<file path="config.mk">
export PLATFORM = sky130hd
export DESIGN_NAME = timer_counter
export DESIGN_NICKNAME = d
export VERILOG_FILES = /design/src/rtl/timer_counter_pkg.sv /design/src/rtl/timer_counter.sv
export SDC_FILE = /design/constraint.sdc
export NUM_CORES = 1
export LEC_CHECK = 0
export BUFFER_PORTS_ARGS = -buffer_cell sky130_fd_sc_hd__buf_2
export CAP_MARGIN = 20
export CORE_MARGIN = 2
export CORE_UTILIZATION = 58
export CTS_CLUSTER_SIZE = 10
export DETAILED_ROUTE_END_ITERATION = 8
export PLACE_DENSITY = 0.9
export SLEW_MARGIN = 20
export SYNTH_ARGS = -nofsm -noshare
export SYNTH_HDL_FRONTEND = slang
export SYNTH_SLANG_ARGS = --single-unit
</file>
<file path="constraint.sdc">
create_clock -name clk -period 5.3 [get_ports clk]
set_input_delay 1.06 -clock clk [delete_from_list [all_inputs] [get_ports clk]]
set_output_delay 1.06 -clock clk [all_outputs]
set_load 0.03 [all_outputs]
</file>
<file path="src/rtl/timer_counter_pkg.sv">
// Shared definitions for the timer/counter bus block: window bases, register
// offsets, CTRL field layout, mode encodings and FSM state encoding.
package timer_counter_pkg;

  localparam logic [31:0] TC1_BASE = 32'h0000_7F00;
  localparam logic [31:0] TC2_BASE = 32'h0000_7F10;

  localparam logic [1:0] TC_CTRL   = 2'd0;
  localparam logic [1:0] TC_PRESET = 2'd1;
  localparam logic [1:0] TC_COUNT  = 2'd2;
  localparam logic [1:0] TC_RSVD   = 2'd3;

  localparam logic [1:0] MODE_AUTO = 2'b01;

  typedef struct packed {
    logic       im;
    logic [1:0] mode;
    logic       en;
  } tc_ctrl_t;

  typedef enum logic [1:0] {
    ST_IDLE = 2'd0,
    ST_LOAD = 2'd1,
    ST_CNT  = 2'd2,
    ST_INT  = 2'd3
  } tc_state_e;

endpackage

</file>
<file path="src/rtl/timer_counter.sv">
// Memory-mapped programmable down-counter with CTRL/PRESET/COUNT registers
// and an interrupt request raised when the count expires.
//
//  state   | meaning
//  --------+-------------------------------------------------------------
//  ST_IDLE | waiting for CTRL.EN
//  ST_LOAD | COUNT <= PRESET
//  ST_CNT  | decrementing; leaves on EN=0 (to IDLE) or terminal count
//  ST_INT  | raise irq_flag; one-shot modes drop EN, auto mode reloads
module timer_counter
  import timer_counter_pkg::*;
#(
  parameter logic [31:0] BASE_ADDR = TC1_BASE
) (
  input  logic        clk,
  input  logic        reset,
  input  logic [31:0] addr,
  input  logic        we,
  input  logic [31:0] din,
  output logic [31:0] dout,
  output logic        irq
);

  tc_ctrl_t    ctrl;
  logic [31:0] preset;
  logic [31:0] count;
  logic        irq_flag;
  tc_state_e   state;

  logic        sel;
  logic [1:0]  offset;
  logic        wr_ctrl;
  logic        wr_preset;
  logic        unused_addr_lsb;

  assign sel             = (addr[31:4] == BASE_ADDR[31:4]);
  assign offset          = addr[3:2];
  assign wr_ctrl         = we && sel && (offset == TC_CTRL);
  assign wr_preset       = we && sel && (offset == TC_PRESET);
  assign unused_addr_lsb = ^addr[1:0];

  always_comb begin
    dout = 32'd0;
    if (sel) begin
      case (offset)
        TC_CTRL:   dout = {28'd0, ctrl};
        TC_PRESET: dout = preset;
        TC_COUNT:  dout = count;
        TC_RSVD:   dout = 32'd0;
        default:   dout = 32'd0;
      endcase
    end
  end

  assign irq = irq_flag && ctrl.im;

  always_ff @(posedge clk) begin
    if (reset) begin
      ctrl     <= '0;
      preset   <= 32'd0;
      count    <= 32'd0;
      irq_flag <= 1'b0;
      state    <= ST_IDLE;
    end else begin
      if (wr_ctrl)   ctrl   <= din[3:0];
      if (wr_preset) preset <= din;

      // any config write acknowledges a held one-shot interrupt
      if (wr_ctrl || wr_preset)
        irq_flag <= 1'b0;
      else if (irq_flag && (ctrl.mode == MODE_AUTO))
        irq_flag <= 1'b0;

      case (state)
        ST_IDLE: begin
          if (ctrl.en) state <= ST_LOAD;
        end
        ST_LOAD: begin
          count <= preset;
          state <= ST_CNT;
        end
        ST_CNT: begin
          if (!ctrl.en) begin
            state <= ST_IDLE;
          end else if (count > 32'd1) begin
            count <= count - 32'd1;
          end else begin
            count <= 32'd0;
            state <= ST_INT;
          end
        end
        ST_INT: begin
          irq_flag <= 1'b1;
          state    <= ST_IDLE;
          // a CTRL store landing on this edge takes precedence over auto-clear
          if ((ctrl.mode != MODE_AUTO) && !wr_ctrl) ctrl.en <= 1'b0;
        end
        default: state <= ST_IDLE;
      endcase
    end
  end

endmodule
</file>
==> results.ini, run 1 <==
[global_route]
grtUsageMet1 = 0.399
grt-ovfl-total = 0
grt_max_degree = 67
grtUsageMet2 = 0.523
grt_antenna_before_repair = 0
track_usage = 0.311
met3_usage = 0.0389
busiest_layer = met2
grt_pass1_wl_um = 19000
grt_pass1_vias = 3978

[finish]
antenna_cells = 0
drive_gt1_frac = 0.216
areaGrowthSynthToFinish_pct = 17.6
stdcell_count = 705
nNetsFinal = 689
finalInstanceArea_um2 = 4740

[place]
dpl.hpwl_um = 7740
placed_cell_area_um2 = 4520
port_buffers = 97
dp_cells = 688
place_congestion = 0.951

[clock_network]
tritoncts = done
cts-hold-fix-buffers = 0
cts.root.buffer_cell = clkbuf_8
cts-resized-gates = 0
cts_buffer_depth = 2
cts_sinks = 71
clk_transition_reported_paths_ns = 0.07
cts_setup_buffers = 0
cts_buffers = 9
clk_latency_ns = 0.37
cts.htree.levels = 3

[floorplan]
die_w_um = 87.4
rows = 30
initial_utilization = 0.597
fp.dieH_um = 87.4
coreArea_um2 = 6760
fp.dieArea_um2 = 7640
ios = 100

[sta]
rsz0062_at_grt = no
fmaxAchievable_mhz = 240
tightest_slew_ns = 1.03
period_needed_ns = 4.17
skew_ns = 0.00964
min_period_over_period = 0.786
timing.final.hold_violations = 0
setup_violations = 0
drv_slew = 0
finalSetupTns_ns = 0
slew_headroom = 0.310

[yosys]
syn_avg_cell_area_um2 = 7.37
synth_flop_cell = dfxtp_1
synth_commonest_cells = nand2_1 (93), dfxtp_1 (71), nor2_1 (65), a21oi_1 (62), clkbuf_1 (37)
synth_edf_count = 0
yosys.area.top_type = dfxtp_1
yosysWarnings = 0
synth_area_um2 = 4030
synth_top_area_frac = 0.352
synth_nets = 616
synth-seq-cells = 71
synthTopCellsByArea = dfxtp_1 (35%), nand2_1 (8.7%), a21oi_1 (7.7%)
yosys.cell_count.top_type = nand2_1
ys_types = 59
ys_async_sr_fraction = 0
synth_cells = 547
yosysSeqAreaShare = 0.352

[critical_path]
path_cells = buf_2, or4b_1, or4_1, buf_16, nor2_1, buf_2
cp_slowest_cell = or4_1
crit_arrival_ns = 3.11
r2r_slack_ns = 2.26
cp_max_fo = 23
slowest_delay_ns = 0.83
timing_worst_setup_path_type = input pin to output pin
cp-start-kind = input pin
cp-end-kind = output pin
crit_top_cell = buf_2
cp.required_ns = 4.24

[hold_path]
hold_path_class = flop to flop

[route]
routedWlPerCell_um = 16.7
dr.pass1.iters = 5
viasPerCell = 6.43
drt-total-wl_um = 11700
ant_nets = 0
drc_errors = 0
vias = 4535
drt_first_iter_violations = 474

[power_and_ir_drop]
power_uw = 1060
p_leak_uw = 0.00181
power.density_nw_per_um2 = 223
ir_worst_vdd_mv = 0.168

[outcome]
status = completed

[flow_run]
drv_cap = 0

==> path summary, 6_finish.rpt <==
check | start | endpoint | cells past startpoint
min | preset[29] | preset[29] | 2
max | addr[5] | dout[2] | 6
max reg2reg | count[24] | count[17] | 6
min reg2reg | preset[29] | preset[29] | 2
==> report_power, final <==
group | switching (uW) | total [uW] | internal (uW)
Sequential | 0.000000221 | 533 | 533
Combinational | 27.1 | 48.8 | 21.7
Clock | 217 | 478 | 261
Total | 244 | 1060 | 816
==> per-layer routing <==
layer	part of all wire	vias to the layer above	wire, um
met5	0	-	0
met4	0.025	0	294
met3	0.083	35	978
met2	0.48	275	5590
met1	0.42	2077	4890
li1	-	2148	-
==> through the flow <==
stage          hold slack (ns)  setup WS [ns]   util
2_1_floorplan            0.441           1.35      -
3_3_place_gp             0.453           1.04  0.665
3_5_place_dp             0.463           1.13  0.669
4_1_cts                  0.470           1.13  0.700
5_1_grt                  0.490           1.05  0.702
6_report                 0.472           1.13  0.702
==> kinds of logic (layout without fill, tap and decap cells) <==
| family | count (synthesis) | count (layout) | share of synthesized area |
|---|---|---|---|
| and+or+nand+nor | 238 | 238 | 0.276 |
| DFF | 71 | 71 | 0.352 |
| muxes | 12 | 12 | 0.0301 |
| buffers and inverters | 55 | 133 | 0.0558 |
| adders and majority gates | 2 | 2 | 0.00620 |
| AOI/OAI and AO/OA | 169 | 169 | 0.279 |
==> placed cells by master (no fill, tap or decap), types with 4 or more instances in the layout <==
cell type	Yosys	final
buf_2	3	97
nand2_1	93	93
dfxtp_1	71	71
nor2_1	65	65
a21oi_1	62	62
a22oi_1	33	33
nor4_1	14	14
nor3_1	14	14
o22ai_1	12	12
inv_1	11	11
nand3_1	11	11
mux2i_1	11	11
o21ai_0	11	11
a31oi_1	10	10
clkbuf_8	0	9
or3_1	6	6
o311ai_0	6	6
buf_4	0	6
or4_1	4	4
and3_1	4	4
clkinv_2	0	4
==> registers in the layout (all words and copies together), names as in the netlist <==
signal / count
preset: 32
irq_flag: 1
state: 2
ctrl: 4
count: 32
==> worst max-delay path: cells and delay by family <==
kind	cells	cell delay, ns
simple gates	3	1.46
buf+inv	3	0.59
==> cell type report <==
| type | count | area (um2) |
|---|---|---|
| Clock buffer | 9 | 124 |
| Clock inverter | 7 | 87.6 |
| Fill cell | 569 | 2010 |
| Inverter | 12 | 45.0 |
| Multi-Input combinational cell | 421 | 2400 |
| Sequential cell | 71 | 1420 |
| Tap cell | 80 | 100 |
| Timing Repair Buffer | 105 | 569 |
Power figures use the tool's default switching activity.
==> inputs of run 2 (changes only) <==
--- a/config.mk
+++ b/config.mk
@@ -5,13 +5,14 @@
 export SDC_FILE = /design/constraint.sdc
 export NUM_CORES = 1
 export LEC_CHECK = 0
+export ABC_AREA = 1
 export BUFFER_PORTS_ARGS = -buffer_cell sky130_fd_sc_hd__buf_2
 export CAP_MARGIN = 20
 export CORE_MARGIN = 2
-export CORE_UTILIZATION = 58
+export CORE_UTILIZATION = 49
 export CTS_CLUSTER_SIZE = 10
 export DETAILED_ROUTE_END_ITERATION = 8
-export PLACE_DENSITY = 0.9
+export PLACE_DENSITY = 0.8
 export SLEW_MARGIN = 20
 export SYNTH_ARGS = -nofsm -noshare
 export SYNTH_HDL_FRONTEND = slang
==> constraint.sdc (replaced) <==
create_clock -name clk -period 3.6 [get_ports clk]
set_input_delay 0.72 -clock clk [delete_from_list [all_inputs] [get_ports clk]]
set_output_delay 0.72 -clock clk [all_outputs]
set_load 0.03 [all_outputs]
==> run 2 against run 1 <==
  * Combinational power is 75% higher
  * Global-route usage is 3.9 points lower
  * Power is 36% higher
  * Count of clock-buffer cells in the layout stayed put
  * Clock power is 20% higher
  * Area after synthesis is 8.6% higher
  * Non-clock buffer count stayed put
  * Via count is 8.0% higher
  * Register-to-register slack worse by 1.0 ns
==> results.ini, run 2 <==
[sta]
fmaxAchievable_mhz = 333
timing.final.hold_violations = 0  ; unchanged
worst_slack_ns = 0.595  ; -0.537 ns
tightest_slew_ns = 0.962  ; -0.0713 ns
rsz0062_at_grt = no
slew_headroom = 0.358  ; +0.0476
period_needed_ns = 3.01
drv_slew = 0  ; unchanged
skew_ns = 0.0136  ; +0.00394 ns
setup_violations = 0  ; unchanged
finalSetupTns_ns = 0  ; unchanged
min_period_over_period = 0.835

[global_route]
grt_max_degree = 39  ; -42%
grt_antenna_before_repair = 0  ; unchanged
grt_pass1_wl_um = 21800  ; +15%
track_usage = 0.272  ; -0.0389
grt-ovfl-total = 0  ; unchanged
grt_pass1_vias = 4673  ; +17%

[finish]
antenna_cells = 0  ; unchanged
areaGrowthSynthToFinish_pct = 15.3
nNetsFinal = 840  ; +22%
layout.cells.most_common = nand2_1
finalInstanceArea_um2 = 5050  ; +6.5%
drive_gt1_frac = 0.202  ; -0.0137
stdcell_count = 884  ; +25%
mostFrequentLayoutCells = nand2_1 (184), a21oi_1 (126), buf_2 (97)
top_regs = count: 32 flops, preset: 32 flops, ctrl: 4 flops
final_util = 0.582  ; -0.120

[yosys]
synth_commonest_cells = nand2_1 (184), a21oi_1 (126), nor2_1 (81), dfxtp_1 (71), nand4_1 (38)
synth_top_area_frac = 0.324  ; -0.0280
synthTopCellsByArea = dfxtp_1 (32%), nand2_1 (16%), a21oi_1 (14%)
synth_cells = 698  ; +28%
yosysSeqAreaShare = 0.324  ; -0.0280
syn_avg_cell_area_um2 = 6.28  ; -15%
synth_nets = 767  ; +25%
synth_edf_count = 0  ; unchanged
yosys.area.top_type = dfxtp_1
synth_area_um2 = 4380  ; +8.6%
synth_flop_cell = dfxtp_1
yosys.cell_count.top_type = nand2_1
ys_types = 35  ; -41%
synth-seq-cells = 71  ; unchanged
yosysWarnings = 0  ; unchanged
ys_async_sr_fraction = 0  ; unchanged

[route]
viasPerCell = 5.54  ; -14%
drt-total-wl_um = 12800  ; +9.0%
met1Wirelength_um = 5410  ; +11%
dr.pass1.iters = 4  ; -1
drc_errors = 0  ; unchanged
wl_met2_um = 6450  ; +15%
ant_nets = 0  ; unchanged
drt_first_iter_violations = 342  ; -28%
routedWlPerCell_um = 14.5  ; -13%
routed.top_layer = met4
wl_met3_um = 708  ; -28%
vias = 4897  ; +8.0%

[clock_network]
cts_sinks = 71  ; unchanged
tritoncts = done
cts-hold-fix-buffers = 0  ; unchanged
clk_transition_reported_paths_ns = 0.08  ; about the same
cts.root.buffer_cell = clkbuf_8
cts_setup_buffers = 0  ; unchanged
cts_buffers = 9  ; unchanged
clk_latency_ns = 0.37  ; about the same
cts.htree.levels = 3  ; unchanged
cts-resized-gates = 0  ; unchanged
cts_buffer_depth = 2  ; unchanged

[hold_path]
hold_path_class = flop to flop

[place]
dpl.hpwl_um = 8910  ; +15%
port_buffers = 97  ; unchanged
place_congestion = 0.978  ; +2.9%
placed_cell_area_um2 = 4880  ; +7.9%
dp_cells = 868  ; +26%
pre_cts_slack_ns = 0.622  ; -0.507 ns

[floorplan]
ios = 100  ; unchanged
coreArea_um2 = 8680  ; +28%
initial_utilization = 0.505  ; -0.0921
fp.dieArea_um2 = 9710  ; +27%
rows = 34  ; +13%
fp.dieH_um = 98.6  ; +13%
die_w_um = 98.6  ; +13%

[power_and_ir_drop]
ir_worst_vdd_mv = 0.167  ; -0.64%
p_leak_uw = 0.00213  ; +17%
power.density_nw_per_um2 = 286  ; +28%

[critical_path]
crit_arrival_ns = 2.29  ; -0.82 ns
cp_max_fo = 16  ; -30%
cp-end-kind = output pin
timing_worst_setup_path_type = input pin to output pin
cp.required_ns = 2.88  ; -1.36 ns
r2r_slack_ns = 1.22  ; -1.04 ns
cp-start-kind = input pin

[outcome]
status = completed

[flow_run]
drv_cap = 0  ; unchanged

-- run 2: worst paths after layout --
| path | from | endpoint | cells after the start |
|---|---|---|---|
| max | addr[2] | dout[29] | 8 |
| max reg2reg | count[0] | count[29] | 9 |
| min | preset[25] | preset[25] | 2 |
| min reg2reg | preset[25] | preset[25] | 2 |
-- run 2: layer usage --
| metal | up-vias | GRT usage |
|---|---|---|
| met2 | 137 | 0.489 |
| met1 | 2262 | 0.331 |
| met5 | - | 0 |
| met3 | 20 | 0.0518 |
| met4 | 0 | 0.0801 |
| li1 | 2478 | - |
-- run 2: worst max-delay path: stages --
cell and delay [ns]:
buf_2 0.11, inv_1 0.10, nand2_1 0.11, inv_1 0.46, buf_4 0.33, nand2_1 0.08
a21oi_1 0.15, buf_2 0.22
-- run 2: power breakdown --
part	switching [uW]	total, uW	internal (uW)	leakage (uW)
Combinational	53.0	85.3	32.3	0.00148
Clock	326	575	249	0.0000776
Sequential	0.000000615	785	785	0.000571
-- run 2: layout make-up --
type                            instances  area (um2)
Timing Repair Buffer                  105         546
Multi-Input combinational cell        542        2620
Tap cell                              108         135
Clock buffer                            9         124
Inverter                               42         158
Clock inverter                          7        48.8
Fill cell                             902        3630
Sequential cell                        71        1420
-- run 2: cell families after synthesis --
kind of cell,Yosys count,synth area share
flops,71,0.324
fa+ha+maj,2,0.00571
xor+xnor,11,0.0220
compound gates,178,0.213
buf+inv,85,0.0794
simple gates,351,0.356
-- run 2: through the flow --
step / power [uW] / hold slack, ns
after floorplan: 839 / 0.453
after global placement: 885 / 0.465
after detailed placement: 887 / 0.469
after CTS: 1460 / 0.482
after global routing: 1490 / 0.498
final: 1440 / 0.483
==> inputs of run 3 (changes only) <==
--- a/config.mk
+++ b/config.mk
@@ -9,10 +9,10 @@
 export BUFFER_PORTS_ARGS = -buffer_cell sky130_fd_sc_hd__buf_2
 export CAP_MARGIN = 20
 export CORE_MARGIN = 2
-export CORE_UTILIZATION = 49
+export CORE_UTILIZATION = 55
 export CTS_CLUSTER_SIZE = 10
 export DETAILED_ROUTE_END_ITERATION = 8
-export PLACE_DENSITY = 0.8
+export PLACE_DENSITY = 0.85
 export SLEW_MARGIN = 20
 export SYNTH_ARGS = -nofsm -noshare
 export SYNTH_HDL_FRONTEND = slang
==> constraint.sdc (replaced) <==
create_clock -name clk -period 3 [get_ports clk]
set_input_delay 0.6 -clock clk [delete_from_list [all_inputs] [get_ports clk]]
set_output_delay 0.6 -clock clk [all_outputs]
set_load 0.03 [all_outputs]
==> run 3 against run 2 <==
  * Critical path depth rose by 1
  * Power up 18%
  * Die area shrank 10%
  * Sequential power up 20%
  * Combinational power is 22% higher
  * Utilization is 7.2 points higher
==> results.ini, run 3 (synthesis results as in run 2) <==
[sta]
tightest_slew_ns = 0.944  ; -0.0186 ns
period_needed_ns = 2.60
timing.final.hold_violations = 0  ; unchanged
finalSetupTns_ns = 0  ; unchanged
setup_violations = 0  ; unchanged
hold-worst-slack_ns = 0.484  ; +0.00111 ns
skew_ns = 0.00864  ; -0.00494 ns
rsz0062_at_grt = no
worst_slack_ns = 0.402  ; -0.192 ns
drv_slew = 0  ; unchanged
fmaxAchievable_mhz = 385
slew_headroom = 0.370  ; +0.0124
min_period_over_period = 0.866

[critical_path]
cp.required_ns = 2.40  ; -0.48 ns
crit_arrival_ns = 2.00  ; -0.29 ns
r2r_slack_ns = 0.84  ; -0.38 ns
r2r_cells = 10  ; +1
r2r-end = count[28]
cp_max_fo = 32  ; +16
cp-end-kind = output pin
rr_startpoint = count[0]
cp-start-kind = input pin
timing_worst_setup_path_type = input pin to output pin

[global_route]
busiest_layer = met2
grtUsageMet1 = 0.371  ; +0.0400
grt_pass1_vias = 4754  ; +1.7%
grtUsageMet2 = 0.527  ; +0.0382
grt-ovfl-total = 0  ; unchanged
track_usage = 0.302  ; +0.0301
grt_max_degree = 39  ; unchanged
met3_usage = 0.0395  ; -0.0123
grt_pass1_wl_um = 21400  ; -1.7%
grt_antenna_before_repair = 0  ; unchanged

[power_and_ir_drop]
p_leak_uw = 0.00215  ; +1.0%
power.density_nw_per_um2 = 338  ; +18%
pwr-share-seq = 0.552  ; +0.009
comb_power_share = 0.061  ; +0.002
clock_power_share = 0.387  ; -0.011
intPower_uw = 1270  ; +19%
ir_worst_vdd_mv = 0.259  ; +55%
swShare = 0.257  ; -0.00468
switching_power_uw = 439  ; +16%

[place]
port_buffers = 97  ; unchanged
pre_cts_slack_ns = 0.405  ; -0.216 ns
place_congestion = 0.930  ; -4.8%
dpl.hpwl_um = 8780  ; -1.4%

[floorplan]
fp.dieArea_um2 = 8690  ; -10%
ios = 100  ; unchanged
coreArea_um2 = 7730  ; -11%
rows = 32  ; -5.9%
die_w_um = 93.2  ; -5.4%
initial_utilization = 0.567  ; +0.0621
fp.dieH_um = 93.2  ; -5.4%

[finish]
drive_gt1_frac = 0.204  ; +0.00205
multi_input_comb_area_um2 = 2620  ; unchanged
mostFrequentLayoutCells = nand2_1 (184), a21oi_1 (126), buf_2 (97)
layout.cells.most_common = nand2_1
fill_cells = 726  ; -20%
regArea_um2 = 1420  ; unchanged
nNetsFinal = 844  ; +0.48%
antenna_cells = 0  ; unchanged
areaGrowthSynthToFinish_pct = 15.3  ; about the same
top_regs = count: 32 flops, preset: 32 flops, ctrl: 4 flops

[route]
ant_nets = 0  ; unchanged
routedWlPerCell_um = 14.4  ; -0.81%
dr.pass1.iters = 5  ; +1
vias = 4992  ; +1.9%
viasPerCell = 5.67  ; +2.4%
drt-total-wl_um = 12600  ; -1.3%
drt_first_iter_violations = 291  ; -15%
drc_errors = 0  ; unchanged

[clock_network]
cts_buffer_depth = 2  ; unchanged
cts-resized-gates = 0  ; unchanged
cts_buffers = 9  ; unchanged
cts.root.buffer_cell = clkbuf_8
clk_latency_ns = 0.36  ; about the same
cts_setup_buffers = 0  ; unchanged
clk_transition_reported_paths_ns = 0.08  ; about the same
cts_sinks = 71  ; unchanged
cts.htree.levels = 3  ; unchanged
cts-hold-fix-buffers = 0  ; unchanged
tritoncts = done

[flow_run]
drv_cap = 0  ; unchanged

[hold_path]
min_to = preset[19]
hold_path_class = flop to flop
worstHoldStart = preset[19]
holdPathStages = 2  ; unchanged

[outcome]
status = completed

## run 3: worst max path at each step
stage / to / slack (ns) / from
global placement: dout[0] / 0.42 / addr[21]
global route: dout[0] / 0.21 / addr[23]
finish: dout[0] / 0.40 / addr[23]
floorplan: dout[0] / 0.45 / addr[23]
CTS: dout[0] / 0.41 / addr[23]
detailed placement: dout[0] / 0.41 / addr[17]
## run 3: layer usage
metal / vias up / part of all wire
met1: 2313 / 0.43
met5: - / 0
li1: 2477 / -
met4: 0 / 0.023
met2: 178 / 0.49
met3: 24 / 0.061
## run 3: per-stage QoR
| step | utilization | cells | cell area (um2) | power [uW] |
|---|---|---|---|---|
| 2_1_floorplan | - | 698 | 4380 | 1010 |
| 3_3_place_gp | 0.634 | 866 | 4900 | 1060 |
| 3_5_place_dp | 0.634 | 866 | 4900 | 1070 |
| 4_1_cts | 0.654 | 880 | 5050 | 1700 |
| 5_1_grt | 0.654 | 880 | 5050 | 1750 |
| 6_report | 0.654 | 880 | 5050 | 1710 |
## run 3: layout make-up
| type | count | area share |
|---|---|---|
| sequential | 71 | 0.281 |
| clock inverter | 5 | 0.00545 |
| tap | 102 | 0.0253 |
| inverter | 42 | 0.0312 |
| clock buffer | 9 | 0.0245 |
| multi-input combinational | 542 | 0.518 |
| timing repair buffer | 109 | 0.114 |
## run 3: power groups by stage
stage | registers, uW | logic [uW] | clock network (uW)
after detailed placement | 964 | 102 | 0
after global routing | 941 | 114 | 697
after floorplan | 964 | 43.5 | 0
final | 941 | 104 | 660
after global placement | 964 | 99.4 | 0
after CTS | 941 | 103 | 659
## run 3: worst max-delay path, stage by stage
cell	delay [ns]
buf_2	0.10
nor2_1	0.09
nand2_1	0.06
nor2_1	0.09
nand3_1	0.12
nor2_4	0.12
inv_2	0.24
a211oi_1	0.33
buf_2	0.25
